===== config.mk =====
export PLATFORM = sky130hd
export DESIGN_NAME = apb_master_req
export DESIGN_NICKNAME = d
export VERILOG_FILES = /design/src/rtl/apb_pkg.sv /design/src/rtl/apb_master_req.sv
export SDC_FILE = /design/constraint.sdc
export NUM_CORES = 1
export LEC_CHECK = 0
export ABC_AREA = 1
export ABC_CLOCK_PERIOD_IN_PS = 1500
export BUFFER_PORTS_ARGS = -buffer_cell sky130_fd_sc_hd__buf_2
export CAP_MARGIN = 20
export CORE_UTILIZATION = 43
export CTS_BUF_LIST = sky130_fd_sc_hd__clkbuf_16
export DETAILED_ROUTE_END_ITERATION = 16
export GPL_TIMING_DRIVEN = 0
export PLACE_DENSITY = 0.77
export SYNTH_ARGS = -nofsm -noshare
export SYNTH_HDL_FRONTEND = slang
export SYNTH_SLANG_ARGS = --single-unit

===== constraint.sdc =====
create_clock -name HCLK -period 1.5 [get_ports HCLK]
set_clock_uncertainty 0.05 [all_clocks]
set_input_delay 0.225 -clock HCLK [delete_from_list [all_inputs] [get_ports HCLK]]
set_output_delay 0.225 -clock HCLK [all_outputs]
set_load 0.05 [all_outputs]

===== src/rtl/apb_pkg.sv =====
// Shared APB initiator types: FSM state encoding, data width, and the request/response
// records that APB initiators pass around.
package apb_pkg;

    localparam int APB_DATA_WIDTH     = 32;
    localparam int APB_MAX_ADDR_WIDTH = 32;

    typedef enum logic [1:0] {
        IDLE   = 2'd0,
        SETUP  = 2'd1,
        ACCESS = 2'd2,
        RESP   = 2'd3
    } apb_mst_state_e;

    // Addresses are carried at full width; each initiator uses its own low slice.
    typedef struct packed {
        logic [APB_MAX_ADDR_WIDTH-1:0] addr;
        logic [APB_DATA_WIDTH-1:0]     wdata;
        logic                          write;
    } apb_req_t;

    typedef struct packed {
        logic [APB_DATA_WIDTH-1:0] rdata;
        logic                      err;
        logic                      timeout;
    } apb_resp_t;

endpackage


===== src/rtl/apb_master_req.sv =====
// Single-outstanding APB initiator: valid/ready request in, SETUP/ACCESS on the bus,
// bounded wait for PREADY, registered response held until consumed.
module apb_master_req
    import apb_pkg::*;
#(
    parameter int APB_ADDR_WIDTH = 12,
    parameter int TIMEOUT_CYCLES = 255
) (
    input  logic                      HCLK,
    input  logic                      HRESETn,
    input  logic                      req_valid_i,
    output logic                      req_ready_o,
    input  logic [APB_ADDR_WIDTH-1:0] req_addr_i,
    input  logic [APB_DATA_WIDTH-1:0] req_wdata_i,
    input  logic                      req_write_i,
    output logic                      resp_valid_o,
    input  logic                      resp_ready_i,
    output logic [APB_DATA_WIDTH-1:0] resp_rdata_o,
    output logic                      resp_err_o,
    output logic                      resp_timeout_o,
    output logic [APB_ADDR_WIDTH-1:0] PADDR,
    output logic [APB_DATA_WIDTH-1:0] PWDATA,
    output logic                      PWRITE,
    output logic                      PSEL,
    output logic                      PENABLE,
    input  logic [APB_DATA_WIDTH-1:0] PRDATA,
    input  logic                      PREADY,
    input  logic                      PSLVERR
);

    // A disabled timeout still needs a one-bit counter to keep the datapath legal.
    localparam int CNT_W = (TIMEOUT_CYCLES > 0) ? $clog2(TIMEOUT_CYCLES + 1) : 1;
    localparam logic [CNT_W-1:0] CNT_MAX  = '1;
    localparam logic [CNT_W-1:0] CNT_LAST = (TIMEOUT_CYCLES > 0) ? CNT_W'(TIMEOUT_CYCLES - 1) : '0;

    apb_mst_state_e            state_reg, state_next;
    logic [CNT_W-1:0]          cnt_reg, cnt_next;
    logic [APB_ADDR_WIDTH-1:0] paddr_reg, paddr_next;
    logic [APB_DATA_WIDTH-1:0] pwdata_reg, pwdata_next;
    logic                      pwrite_reg, pwrite_next;
    apb_resp_t                 resp_reg, resp_next;

    always_ff @(posedge HCLK or negedge HRESETn) begin
        if (!HRESETn) begin
            state_reg  <= IDLE;
            cnt_reg    <= '0;
            paddr_reg  <= '0;
            pwdata_reg <= '0;
            pwrite_reg <= 1'b0;
            resp_reg   <= '0;
        end else begin
            state_reg  <= state_next;
            cnt_reg    <= cnt_next;
            paddr_reg  <= paddr_next;
            pwdata_reg <= pwdata_next;
            pwrite_reg <= pwrite_next;
            resp_reg   <= resp_next;
        end
    end

    always_comb begin
        state_next  = state_reg;
        cnt_next    = cnt_reg;
        paddr_next  = paddr_reg;
        pwdata_next = pwdata_reg;
        pwrite_next = pwrite_reg;
        resp_next   = resp_reg;
        case (state_reg)
            IDLE: begin
                if (req_valid_i) begin
                    paddr_next  = req_addr_i;
                    pwdata_next = req_wdata_i;
                    pwrite_next = req_write_i;
                    cnt_next    = '0;
                    state_next  = SETUP;
                end
            end
            SETUP: state_next = ACCESS;
            ACCESS: begin
                if (PREADY) begin
                    resp_next.err     = PSLVERR;
                    resp_next.timeout = 1'b0;
                    resp_next.rdata   = pwrite_reg ? '0 : PRDATA;
                    state_next        = RESP;
                end else if ((TIMEOUT_CYCLES != 0) && (cnt_reg == CNT_LAST)) begin
                    // Counter reaches TIMEOUT-1 on the TIMEOUT-th waited ACCESS cycle.
                    resp_next.err     = 1'b1;
                    resp_next.timeout = 1'b1;
                    resp_next.rdata   = '0;
                    state_next        = RESP;
                end else if (cnt_reg != CNT_MAX) begin
                    cnt_next = cnt_reg + CNT_W'(1);
                end
            end
            RESP: begin
                if (resp_ready_i) state_next = IDLE;
            end
            default: state_next = IDLE;
        endcase
    end

    // Bus strobes decode straight from the state register, so reset drops them at once.
    assign req_ready_o    = (state_reg == IDLE);
    assign PSEL           = (state_reg == SETUP) || (state_reg == ACCESS);
    assign PENABLE        = (state_reg == ACCESS);
    assign resp_valid_o   = (state_reg == RESP);
    assign PADDR          = paddr_reg;
    assign PWDATA         = pwdata_reg;
    assign PWRITE         = pwrite_reg;
    assign resp_rdata_o   = resp_reg.rdata;
    assign resp_err_o     = resp_reg.err;
    assign resp_timeout_o = resp_reg.timeout;

endmodule


==> results.cfg <==
[pwr]
p_int_mw = 7.23
combPwrFrac = 0.582
switching_share = 0.509
seqPwrFrac = 0.275
clock_power_share = 0.142
powerDensity_nw_per_um2 = 2660
p_leak_nw = 2.90
p_sw_mw = 7.48
vdd_drop_max_uv = 1550
total_power_mw = 14.7

[layout]
area_growth_pct = 47.2
antenna_cells = 0
finalCoreUtilization = 0.664
fillerInstances = 637
drive_gt1_frac = 0.569
nets = 632

[synthesis]
yosys-top-cells-area = dfrtp_1 59%, mux2_2 13%, nand2_1 11%
synth_edf_count = 0
yosysMostFrequentCell = nand2_1
postSynth.asyncResetShare = 1.00
synth_cell_types = 19
synth_seq_cells = 89
yosysSeqAreaShare = 0.592
yosysTopAreaCellShare = 0.592
synth_common_cells = 107 x nand2_1, 89 x dfrtp_1, 45 x mux2_2
synthFlopType = dfrtp_1
synth_top_area_cell = dfrtp_1
syn_nets = 437
avgSynthCellArea_um2 = 10.8
yosys_warnings = 0
syn_area_um2 = 3760
postSynthCellCount = 348

[grt]
track_usage = 0.195
grt_pass1_wl_mm = 13.6
grt_overflow = 0
antenna_found_initial = 0
grt_max_degree = 49
grt_pass1_vias = 2922

[detailed_routing]
drc = 0
wl_mm = 9.48
vias_per_cell = 4.83
ant_nets = 0
num_vias = 3154
wl_per_cell_um = 14.5
dr.first_iter.drc_count = 133
drtPass1Iterations = 4

[floorplan]
die_h_um = 95.5
start_util = 0.451
coreArea_um2 = 8340
row_count = 33
die_x_um = 95.5
pin_count = 166
die_area_um2 = 9130

[timing]
drv_slew = 0
fin_crit_ns = 1.52
layout_setup_ws_ns = -0.0222
maxSlewHeadroom = 0.629
tightestPinTransition_ns = 0.556
setup_tns_ns = -0.172
setup_viol = 19
fmax_mhz = 657
rsz0062_at_grt = yes
hold_violations = 0
fin_crit_sh = 1.01
hold_slack_ns = 0.0692

[worst_setup_path]
crit_path_start_kind = flop
ff2ff_path_depth = 10
slowest_stage = dfrtp_2
criticalPathCategory = flop to output port
cp.required_ns = 1.22
path_depth = 3
cp-end-kind = output port
cp_max_fo = 4
crit_buf_inv = 2
critPathTopFamily = flip-flops
crit_chain = inv_2 > ha_4 > buf_8
arrival_ns = 1.25
cp_slowest_stage_delay_ns = 0.45

[min_path]
min_path_cells = 3
hp-class = input port to flop

[place]
io_buffers = 165
dp_slack_ns = -0.106
dp_hpwl_mm = 6.66
gp_congestion = 0.831

[outcome]
violations = negative setup slack
outcome = complete, but fails checks

[flow_run]
maxCapViolations = 0

[clock_tree]
clkLatencyLatePin_ns = 0.33
numCtsBuffers = 9
clk_path_buf_depth = 2
cts-root-buf = clkbuf_16
htreeDepth = 3
clkTransAtPathRegs_ns = 0.07
clock-sinks = 89
cts_tree = done
final cells by class:
cell class,instances,area [µm²],share of cell area
multi-input cells,234,1600,0.289
flip-flops and latches,89,2230,0.403
inverters,12,52.6,0.00949
clock buffers,9,225,0.0407
repair buffers,183,1070,0.194
clock inverters,7,52.6,0.00949
plain buffers,14,170,0.0307
well taps,105,131,0.0237
final timing paths:
path                                   from          endpoint  slack [ns]
setup reg to reg                 cnt_reg[0]  resp_rdata_o[15]       -0.02
min in group asynchronous           HRESETn         PWDATA[6]        0.41
max in group asynchronous           HRESETn        cnt_reg[1]        0.35
hold reg to reg            resp_rdata_o[24]  resp_rdata_o[24]        0.42
setup / recovery               state_reg[1]       req_ready_o       -0.02
hold / removal                   PRDATA[11]  resp_rdata_o[11]        0.07
per-stage QoR:
step                      instance area (µm²)  cells
final                                    5540    653
after global routing                     5540    653
after CTS                                5230    640
after detailed placement                 4800    619
after global placement                   4770    618
after floorplan                          3810    348
power by group through the flow:
stage	logic (mW)	registers, mW	clock network, mW
2_1_floorplan	2.35	7.60	0
6_report	8.56	4.05	2.10
3_3_place_gp	7.54	3.98	0
5_1_grt	9.00	4.18	2.25
4_1_cts	8.06	4.01	2.15
3_5_place_dp	7.67	4.04	0
cell usage in the layout, fill, tap and decap left out, types with 7 or more instances in the layout:
master,instances
inv_1,7
buf_2,163
nand2_2,27
mux2_2,45
clkbuf_16,12
buf_4,14
nand2_1,83
buf_8,9
dfrtp_1,87
nand3_1,34
nor2_1,15
cell families (layout without fill, tap and decap cells):
family | after synthesis | after routing | synth area share
simple gates | 174 | 175 | 0.201
xor+xnor | 3 | 3 | 0.00699
buf+inv | 26 | 225 | 0.0389
mux | 45 | 45 | 0.135
fa+ha+maj | 6 | 6 | 0.0200
compound gates | 5 | 5 | 0.00665
flops | 89 | 89 | 0.592
per-layer routing:
metal / vias up / wire length (µm) / global-route usage
met2: 105 / 5030 / 0.329
li1: 1519 / - / -
met5: - / 0 / 0
met1: 1518 / 3780 / 0.244
met4: 0 / 136 / 0.0734
met3: 12 / 529 / 0.0431
timing repair:
action / CTS / global route
hold buffers: 1 / 0
setup buffers: 2 / 10
gates resized for setup: 34 / 45
pin swaps: 9 / 18
endpoints found under the setup margin: 83 / 64
endpoints found under the hold margin: 41 / 0
cloned: 2 / 3
worst reg2reg max path, delay by kind of cell (launching register included):
family | cells | cell delay (ns)
and+or+nand+nor | 6 | 0.50
DFF | 1 | 0.41
buffers and inverters | 3 | 0.32
adders and majority gates | 1 | 0.13
No activity file was read; power rests on OpenSTA's default activity.
